[src/rtl/alu_share_arb_if.sv]
// rtl/alu_share_arb_if.sv - request/response bundle between two clients and the shared ALU arbiter
interface alu_share_arb_if #(parameter int W = 32);
    logic         req0_valid;
    logic         req0_ready;
    logic [W-1:0] req0_a;
    logic [W-1:0] req0_b;
    logic         req0_cin;
    logic [2:0]   req0_op;
    logic         resp0_valid;
    logic         resp0_ready;
    logic         req1_valid;
    logic         req1_ready;
    logic [W-1:0] req1_a;
    logic [W-1:0] req1_b;
    logic         req1_cin;
    logic [2:0]   req1_op;
    logic         resp1_valid;
    logic         resp1_ready;
    logic [W:0]   resp_result;
    logic         busy;

    modport slave (
        input  req0_valid, req0_a, req0_b, req0_cin, req0_op, resp0_ready,
        input  req1_valid, req1_a, req1_b, req1_cin, req1_op, resp1_ready,
        output req0_ready, resp0_valid, req1_ready, resp1_valid, resp_result, busy
    );

    modport master (
        output req0_valid, req0_a, req0_b, req0_cin, req0_op, resp0_ready,
        output req1_valid, req1_a, req1_b, req1_cin, req1_op, resp1_ready,
        input  req0_ready, resp0_valid, req1_ready, resp1_valid, resp_result, busy
    );
endinterface

[src/rtl/alu_share_arb.sv]
// rtl/alu_share_arb.sv - round-robin arbiter sharing one ripple ALU between two requesters
module nbit_ALU #(parameter int W = 32) (
    input  logic [W-1:0] a,
    input  logic [W-1:0] b,
    input  logic         c_in,
    input  logic [2:0]   alop,
    output logic [W:0]   result
);
    always_comb begin
        logic [W:0]   c;
        logic [W-1:0] bx;
        logic [W-1:0] s;
        bx = (alop == 3'b101) ? ~b : ((alop == 3'b100) ? '0 : b);
        c    = '0;
        s    = '0;
        c[0] = c_in;
        for (int i = 0; i < W; i++) begin
            s[i]   = a[i] ^ bx[i] ^ c[i];
            c[i+1] = (a[i] & bx[i]) | (c[i] & (a[i] ^ bx[i]));
        end
        case (alop)
            3'b000:  result = {c[W], s};
            3'b001:  result = {1'b0, a & b};
            3'b010:  result = {1'b0, a | b};
            3'b011:  result = {1'b0, a ^ b};
            3'b100:  result = {c[W], s};
            // subtract reports borrow, the inverse of the adder carry
            3'b101:  result = {~c[W], s};
            3'b110:  result = {1'b0, ~(a | b)};
            default: result = {1'b0, b};
        endcase
    end
endmodule

module alu_share_arb #(parameter int W = 32) (
    input  logic            clk,
    input  logic            reset,
    alu_share_arb_if.slave  bus
);
    typedef enum logic [1:0] {IDLE, EXEC, RESP} state_t;

    state_t       state;
    logic         owner;
    logic         last_grant;
    logic [W-1:0] op_a;
    logic [W-1:0] op_b;
    logic         op_cin;
    logic [2:0]   op_code;
    logic [W:0]   alu_y;
    logic [W:0]   result_q;
    logic         resp0_q;
    logic         resp1_q;
    logic         busy_q;
    logic         any_req;
    logic         grant1;
    logic         owner_ready;

    nbit_ALU #(.W(W)) u_alu (
        .a      (op_a),
        .b      (op_b),
        .c_in   (op_cin),
        .alop   (op_code),
        .result (alu_y)
    );

    // requester 1 wins only when alone or when requester 0 had the previous grant
    assign any_req     = bus.req0_valid | bus.req1_valid;
    assign grant1      = bus.req1_valid & (~bus.req0_valid | ~last_grant);
    assign owner_ready = owner ? bus.resp1_ready : bus.resp0_ready;

    assign bus.req0_ready  = ~reset & (state == IDLE) & bus.req0_valid & ~grant1;
    assign bus.req1_ready  = ~reset & (state == IDLE) & grant1;
    assign bus.resp0_valid = resp0_q;
    assign bus.resp1_valid = resp1_q;
    assign bus.resp_result = result_q;
    assign bus.busy        = busy_q;

    always_ff @(posedge clk) begin
        if (reset) begin
            state      <= IDLE;
            owner      <= 1'b0;
            last_grant <= 1'b1;
            op_a       <= '0;
            op_b       <= '0;
            op_cin     <= 1'b0;
            op_code    <= '0;
            result_q   <= '0;
            resp0_q    <= 1'b0;
            resp1_q    <= 1'b0;
            busy_q     <= 1'b0;
        end else begin
            case (state)
                IDLE: begin
                    if (any_req) begin
                        owner      <= grant1;
                        last_grant <= grant1;
                        op_a       <= grant1 ? bus.req1_a   : bus.req0_a;
                        op_b       <= grant1 ? bus.req1_b   : bus.req0_b;
                        op_cin     <= grant1 ? bus.req1_cin : bus.req0_cin;
                        op_code    <= grant1 ? bus.req1_op  : bus.req0_op;
                        busy_q     <= 1'b1;
                        state      <= EXEC;
                    end
                end
                EXEC: begin
                    result_q <= alu_y;
                    resp0_q  <= ~owner;
                    resp1_q  <= owner;
                    state    <= RESP;
                end
                RESP: begin
                    if (owner_ready) begin
                        resp0_q <= 1'b0;
                        resp1_q <= 1'b0;
                        busy_q  <= 1'b0;
                        state   <= IDLE;
                    end
                end
                default: state <= IDLE;
            endcase
        end
    end
endmodule

[src/flat_wrapper.sv]
// flat-port wrapper written by rule: the top's interface ports become plain ports
module alu_share_arb_flat 
#(parameter int W = 32)
  (clk, reset, bus_req0_valid, bus_req0_a, bus_req0_b, bus_req0_cin, bus_req0_op, bus_resp0_ready, bus_req1_valid, bus_req1_a, bus_req1_b, bus_req1_cin, bus_req1_op, bus_resp1_ready, bus_req0_ready, bus_resp0_valid, bus_req1_ready, bus_resp1_valid, bus_resp_result, bus_busy);
  alu_share_arb_if #(.W(W)) bus_i ();
  input  logic clk;
  input  logic reset;
  input wire logic [$bits(bus_i.req0_valid)-1:0] bus_req0_valid;
  input wire logic [$bits(bus_i.req0_a)-1:0] bus_req0_a;
  input wire logic [$bits(bus_i.req0_b)-1:0] bus_req0_b;
  input wire logic [$bits(bus_i.req0_cin)-1:0] bus_req0_cin;
  input wire logic [$bits(bus_i.req0_op)-1:0] bus_req0_op;
  input wire logic [$bits(bus_i.resp0_ready)-1:0] bus_resp0_ready;
  input wire logic [$bits(bus_i.req1_valid)-1:0] bus_req1_valid;
  input wire logic [$bits(bus_i.req1_a)-1:0] bus_req1_a;
  input wire logic [$bits(bus_i.req1_b)-1:0] bus_req1_b;
  input wire logic [$bits(bus_i.req1_cin)-1:0] bus_req1_cin;
  input wire logic [$bits(bus_i.req1_op)-1:0] bus_req1_op;
  input wire logic [$bits(bus_i.resp1_ready)-1:0] bus_resp1_ready;
  output wire logic [$bits(bus_i.req0_ready)-1:0] bus_req0_ready;
  output wire logic [$bits(bus_i.resp0_valid)-1:0] bus_resp0_valid;
  output wire logic [$bits(bus_i.req1_ready)-1:0] bus_req1_ready;
  output wire logic [$bits(bus_i.resp1_valid)-1:0] bus_resp1_valid;
  output wire logic [$bits(bus_i.resp_result)-1:0] bus_resp_result;
  output wire logic [$bits(bus_i.busy)-1:0] bus_busy;
  assign bus_i.req0_valid = bus_req0_valid;
  assign bus_i.req0_a = bus_req0_a;
  assign bus_i.req0_b = bus_req0_b;
  assign bus_i.req0_cin = bus_req0_cin;
  assign bus_i.req0_op = bus_req0_op;
  assign bus_i.resp0_ready = bus_resp0_ready;
  assign bus_i.req1_valid = bus_req1_valid;
  assign bus_i.req1_a = bus_req1_a;
  assign bus_i.req1_b = bus_req1_b;
  assign bus_i.req1_cin = bus_req1_cin;
  assign bus_i.req1_op = bus_req1_op;
  assign bus_i.resp1_ready = bus_resp1_ready;
  assign bus_req0_ready = bus_i.req0_ready;
  assign bus_resp0_valid = bus_i.resp0_valid;
  assign bus_req1_ready = bus_i.req1_ready;
  assign bus_resp1_valid = bus_i.resp1_valid;
  assign bus_resp_result = bus_i.resp_result;
  assign bus_busy = bus_i.busy;
  alu_share_arb #(.W(W)) u_core (.clk(clk), .reset(reset), .bus(bus_i));
endmodule
[config.mk]
export PLATFORM = sky130hd
export DESIGN_NAME = alu_share_arb_flat
export DESIGN_NICKNAME = d
export VERILOG_FILES = /design/src/rtl/alu_share_arb_if.sv /design/src/rtl/alu_share_arb.sv /design/src/flat_wrapper.sv
export SDC_FILE = /design/constraint.sdc
export NUM_CORES = 1
export LEC_CHECK = 0
export CORE_MARGIN = 5
export CORE_UTILIZATION = 60
export CTS_BUF_LIST = sky130_fd_sc_hd__clkbuf_8
export DETAILED_ROUTE_END_ITERATION = 6
export DONT_BUFFER_PORTS = 1
export PLACE_DENSITY = 0.79
export SLEW_MARGIN = 20
export SYNTH_ARGS = -nofsm -noshare
export SYNTH_HDL_FRONTEND = slang
export SYNTH_SLANG_ARGS = --single-unit
[constraint.sdc]
create_clock -name clk -period 15.3 [get_ports clk]
set_input_delay 1.53 -clock clk [delete_from_list [all_inputs] [get_ports clk]]
set_output_delay 1.53 -clock clk [all_outputs]
set_load 0.02 [all_outputs]
==> out/metrics.yaml <==
outcome:
  status: "complete, no violations"
logic_synthesis:
  syn_area_per_cell_um2: 7.58
  synth_fp_nets: 1265
  yosys_most_used_dff: "dfxtp_1"
  synthTopCellsByArea: "dfxtp_1, ha_1, o21ai_0, nand2_1, fa_1"
  synth_cells: 1027
  yosys.area.top_type_share_pct: 27.8
  syn_area_mm2: 0.00779
  synth-seq-cells: 108
  yosysSeqAreaShare_pct: 27.8
  yosys_warnings: 0
  synth.distinct_cells: 34
  synth_edf_count: 0
  synth-async-reset-ratio_pct: 0
  synth_area_leader_cell: "dfxtp_1"
power_and_ir_drop:
  p_per_area_mw_per_mm2: 106
  switching_share_pct: 37.2
  peakVddDrop_mv: 0.0750
  leakage_nw: 3.15
  sequentialPowerShare_pct: 43.4
  p_switching_mw: 0.317
  p_int_mw: 0.534
  pwr-share-clk_pct: 25.4
  pwr-share-comb_pct: 31.2
route:
  drt_wl_total_mm: 20.7
  drtAntennaViolNets: 0
  remaining_drc_errors: 0
  num_vias: 7145
  drt_iter0_markers: 658
  first_pass_iters: 5
  wire_per_inst_um: 18.1
  post_drt_via_cell_ratio: 6.24
cells_and_area:
  final_area_mm2: 0.00806
  fin_nets: 1206
  drive_above_1_share_pct: 7.61
  syn2layout_area_growth_pct: 3.50
  n_antenna_cell: 0
place:
  placed_area_mm2: 0.00778
  place_congestion: 0.818
  hpwl_mm: 13.2
  io_buffers: 0
worst_setup_path:
  endpoint_kind: "flop"
  slowest_stage: "fa_1"
  setup.worst_path.class: "flop to flop"
  max_stage_delay_ns: 0.47
  crit_top_cell: "fa_1"
  required_ns: 15.58
  critPathLaunchType: "flop"
  cp_max_fo: 3
  cp.arrival_ns: 15.01
sta:
  finalSetupTns_ns: 0
  relSlewSlack_pct: 31.6
  setup-violations-final: 0
  worstMarginPinSlew_ns: 1.02
  finalCritPeriodShare_pct: 96.2
  period_needed_ns: 14.72
  drv_slew: 0
  clock-skew-final_ns: 0.0160
  finalHoldViolations: 0
  rsz0062_at_grt: "no"
  clock.fmax_mhz: 67.9
cts:
  htree_levels: 3
  clock_sinks: 108
  cts_buffers: 9
  clock_path_buffers: 2
  cts_tree: "built"
  cts_hold_buf: 0
  clk_pin_slew_ns: 0.10
  cts_root_buf: "clkbuf_8"
  clock_latency_ns: 0.40
floorplan:
  boundaryPins: 180
  start_util_pct: 61.5
  die-area_mm2: 0.0154
  fp.dieW_um: 124
  die_y_um: 124
  coreArea_mm2: 0.0127
  rows: 41
global_routing:
  gr-total-overflow: 0
  grt_max_degree: 137
  grt_pass1_wl_mm: 33.4
  grt_usage_pct: 27.1
  antenna_found_initial: 0
  first_global_vias: 6743
run:
  cap_viol_max_count: 0
hold_path:
  hp-class: "flop to flop"
-- logic make-up (layout without fill, tap and decap cells) --
group | count (synthesis) | in the layout | synth area share, %
flops | 108 | 108 | 27.8
buf+inv | 188 | 134 | 9.82
simple gates | 262 | 262 | 13.8
mux | 2 | 2 | 0.257
compound gates | 371 | 371 | 29.8
fa+ha+maj | 96 | 96 | 18.5
-- metal layers --
layer  global-route usage (%)  wire, um
met1                     35.7      8740
met2                     44.3      9750
met3                     6.49      1800
met4                     8.21       411
met5                        0         0
-- worst paths after layout --
path | start | endpoint | slack [ns] | depth (start not counted)
max reg2reg | u_core.op_code[1] | u_core.bus.resp_result[31] | 0.58 | 39
max | u_core.op_code[1] | u_core.bus.resp_result[31] | 0.58 | 39
min reg2reg | u_core.op_b[0] | u_core.bus.resp_result[0] | 0.56 | 2
min | u_core.op_b[0] | u_core.bus.resp_result[0] | 0.56 | 2
-- sequential cells by signal, indices dropped and copies added, names as in the netlist --
name	cells
u_core.bus.resp_result	33
u_core.op_a	32
u_core.op_b	32
u_core.op_code	3
u_core.state	2
u_core.bus.busy	1
u_core.bus.resp0_valid	1
u_core.bus.resp1_valid	1
u_core.last_grant	1
u_core.op_cin	1
u_core.owner	1
-- cell type report --
class | count | area (um^2)
clock buffer | 11 | 151
clock inverter | 5 | 98.8
fill | 1148 | 4610
inverter | 101 | 379
multi-input combinational | 731 | 4920
sequential | 108 | 2160
tap | 172 | 215
timing repair buffer | 17 | 131
-- synthesized netlist by cell type (all sizes together) (2+ instances only) --
library cell    n
nor2           71
o2bb2ai        31
mux2i           2
dfxtp         108
nand2b          7
a211oi         30
a22oi           3
o21ai         132
a31oi          70
fa             32
nand2         173
a21oi          37
a32oi          30
nor2b           3
buf            29
and3            2
o22ai          31
nand3b          2
a2111oi         3
clkbuf         58
ha             64
inv           101
-- cells in the final DEF, fill, tap and decap left out, types with 2 or more instances in the layout --
| master | n |
|---|---|
| nor2_1 | 53 |
| a21oi_1 | 36 |
| a31oi_1 | 70 |
| o21ai_0 | 132 |
| nand2_1 | 172 |
| a2111oi_0 | 3 |
| fa_2 | 13 |
| nor2b_2 | 2 |
| nor2_2 | 18 |
| buf_4 | 16 |
| a211oi_1 | 30 |
| a22oi_1 | 3 |
| bufinv_16 | 3 |
| fa_1 | 19 |
| nand2b_1 | 6 |
| inv_1 | 101 |
| ha_1 | 64 |
| clkbuf_8 | 11 |
| a32oi_1 | 30 |
| nand3b_1 | 2 |
| and3_1 | 2 |
| o2bb2ai_1 | 31 |
| o22ai_1 | 31 |
| mux2i_1 | 2 |
| dfxtp_1 | 107 |
-- critical path: cells and delay by family, from the launching register on --
kind                     cells  cell delay (ns)
AND/OR/NAND/NOR              2             0.21
AO/OA/AOI/OAI                3             0.39
buffers and inverters        2             0.15
adder cells (fa/ha/maj)     32            13.54
flip-flops                   1             0.33
-- timing repair --
action / CTS / global route
setup buffers: 0 / 0
gates resized for setup: 3 / 8
pin swaps: 1 / 0
endpoints found under the setup margin: 2 / 3
-- per-stage QoR --
| step | std cells | worst slack [ns] | total power [mW] | utilization [%] | hold slack (ns) |
|---|---|---|---|---|---|
| detailed placement | 1129 | -0.117 | 0.633 | 61.4 | 0.549 |
| finish | 1145 | 0.579 | 0.851 | 63.6 | 0.565 |
| global placement | 1129 | 0.0193 | 0.627 | 61.4 | 0.535 |
| CTS | 1145 | 0.0489 | 0.850 | 63.4 | 0.564 |
| floorplan | 1027 | 0.00111 | 0.568 | - | 0.500 |
| global route | 1145 | 0.00875 | 0.909 | 63.6 | 0.586 |
-- power by group through the flow --
stage	Combinational [mW]	Clock, mW	Sequential, mW
5_1_grt	0.304	0.230	0.375
3_3_place_gp	0.254	0	0.373
6_report	0.266	0.216	0.369
4_1_cts	0.262	0.219	0.368
3_5_place_dp	0.259	0	0.375
2_1_floorplan	0.208	0	0.360
Note: power is estimated with default switching activity, not from simulation.
==> patch, RTL diff (same flow settings) <==
Re-encode `state_t` (3 states) as one-hot, 3 bits wide.
--- a/src/rtl/alu_share_arb.sv
+++ b/src/rtl/alu_share_arb.sv
@@ -37,7 +37,7 @@
     input  logic            reset,
     alu_share_arb_if.slave  bus
 );
-    typedef enum logic [1:0] {IDLE, EXEC, RESP} state_t;
+    typedef enum logic [2:0] {IDLE = 3'b001, EXEC = 3'b010, RESP = 3'b100} state_t;
 
     state_t       state;
     logic         owner;
Formal check against the unedited RTL: no difference found for any inputs over 4 cycles, from zero or initial values and one cycle with reset high; so few cycles prove little.
==> patch against the original RTL <==
- synthesized cell count fell by 6.0%
- critical endpoint unchanged
- sequential cell count rose by 1
- non-clock buffer count fell by 5
- final area rose by 2.2%
- power rose by 3.3%
- routed wire length fell by 7.5%
- sequential share of layout area fell by 0.34 points
- area after synthesis rose by 2.5%
- setup slack improved by 2.5 ps
- largest power group unchanged
- largest cell class unchanged
==> patch: results (changes against the original RTL) <==
DRT iter0 DRCs 491 (was 658); slowest CP cell fa_1 (unchanged); mux share of post-synthesis cell area 8.777% (was 0.2570%); Resize count post-CTS 3 (unchanged); dpl ws -94.64 ps (was -117.4 ps); post-DR vias/cell 6.073 (was 6.240); n_diodes 0 (unchanged); largest net degree at the start of global routing 112 (was 137); post-synthesis sequential area ratio 27.34% (was 27.76%); final core occ 62.72% (was 63.62%); max reg flops 33 (unchanged); Clk pin slew, worst setup/hold paths between 100 and 150 ps; layout cell share with drive strength beyond 1 6.550% (was 7.605%); Pleak 3.266 nW (was 3.148 nW); switching power 344.8 uW (was 316.8 uW); FILL cells 1172 (was 1148); area fraction in compound gates after synthesis 22.16% (was 29.83%); GP Congestion 0.8373 (was 0.8180); sequential power about 370 uW; drt pass-1 iters 5 (unchanged); Max Clock Skew 17.63 ps (was 15.98 ps); Total Wirelength 19140 um (was 20700 um); routed vias 6632 (was 7145); placed cell area 0.008011 sq mm (was 0.007780 sq mm); global-route wire length before repair 31320 um (was 33360 um); worst slew pin tran 1079 ps (was 1024 ps); hold crit path type register to register (unchanged); root buf cell clkbuf_8 (unchanged); Avg Cell Area, Syn 8.272 sq um (was 7.584 sq um); most instantiated cells after synthesis nor2_1 (151), dfxtp_1 (109), a211oi_1 (99) (was nand2_1 (173), o21ai_0 (132), dfxtp_1 (108)); vias in the first global route 6328 (was 6743); Synthesized Nets 1203 (was 1265); ys async rst share 0% (unchanged); Detail Placement HPWL 12810 um (was 13180 um); port buffer count 0 (unchanged); synth top area cells dfxtp_1 (27%), ha_1 (10%), a211oi_1 (9.3%) (was dfxtp_1 (28%), ha_1 (10%), o21ai_0 (8.5%)); CP arrival 15060 ps (was 15010 ps); Synth cell types 43 (was 34); critical path's largest stage delay 520 ps (was 470 ps); post-synthesis xor/xnor area fraction 2.304% (was 0%); Nets 1149 (was 1206); status finished, final reports clean (unchanged); total CTS buffers 9 (unchanged); Critical Path Fanout Max 3 (unchanged); Comb power frac 37.5% (was 31.2%); H-tree levels 3 (unchanged); Seq pwr share 42.2% (was 43.4%); CTS Buffer Depth 2 (unchanged); post-synthesis adder-cell area fraction 18.06% (was 18.51%); Max VDD drop 0.05728 mV (was 0.07503 mV); ys flop type dfxtp_1 (unchanged); Yosys warning total 0 (unchanged); largest family of logic cells by synthesized area compound AO/OA/AOI/OAI gates (unchanged); Worst-Skew Late Latency 400 ps (about the same); initial antenna violation count 0 (unchanged); All-Layer GR Usage 23.88% (was 27.10%); Post-CTS Setup Bufs 0 (unchanged)
## patch: cell count changes in the layout (fill, tap and decap cells not counted), sizes merged, moves of 21 or more
| cell | before | now |
|---|---|---|
| o21ai | 132 | 45 |
| nor2 | 71 | 151 |
| nand2 | 173 | 95 |
| a211oi | 30 | 99 |
| mux2i | 2 | 70 |
| a31oi | 70 | 3 |
| inv | 102 | 70 |
| o2bb2ai | 31 | 0 |
| a32oi | 30 | 0 |
| o221a | 0 | 21 |
| xnor2 | 0 | 21 |
## patch: critical path, delay by kind of cell (launching register included)
| family | cells | cell delay, ps |
|---|---|---|
| adders and majority gates | 32 | 13140 |
| and+or+nand+nor | 5 | 770 |
| DFF | 1 | 340 |
| AOI/OAI and AO/OA | 2 | 250 |
| buffers and inverters | 2 | 140 |
## patch: layout make-up
cell class                 instances  area share (%)
timing repair buffer              12           1.139
sequential                       109           26.50
inverter                          69           3.143
multi-input combinational        710           64.18
clock inverter                     4          0.3644
clock buffer                      12           2.004
tap                              176           2.672
## patch: worst paths after layout
kind	startpoint	to	slack, ps	cells past startpoint
min	u_core.op_a[30]$_SDFFE_PP0P_	u_core.op_a[30]$_SDFFE_PP0P_	530	2
max	u_core.op_code[1]$_SDFFE_PP0P_	u_core.bus.resp_result[31]$_SDFFE_PP0P_	580	41
min reg2reg	u_core.op_a[30]$_SDFFE_PP0P_	u_core.op_a[30]$_SDFFE_PP0P_	530	2
max reg2reg	u_core.op_code[1]$_SDFFE_PP0P_	u_core.bus.resp_result[31]$_SDFFE_PP0P_	580	41
## patch: layer usage
metal	up-vias	global-route usage [%]	wire [um]
li1	3248	-	-
met1	3132	30.47	8324
met2	225	40.78	9241
met3	27	4.264	1256
met4	0	8.355	319
met5	-	0	0
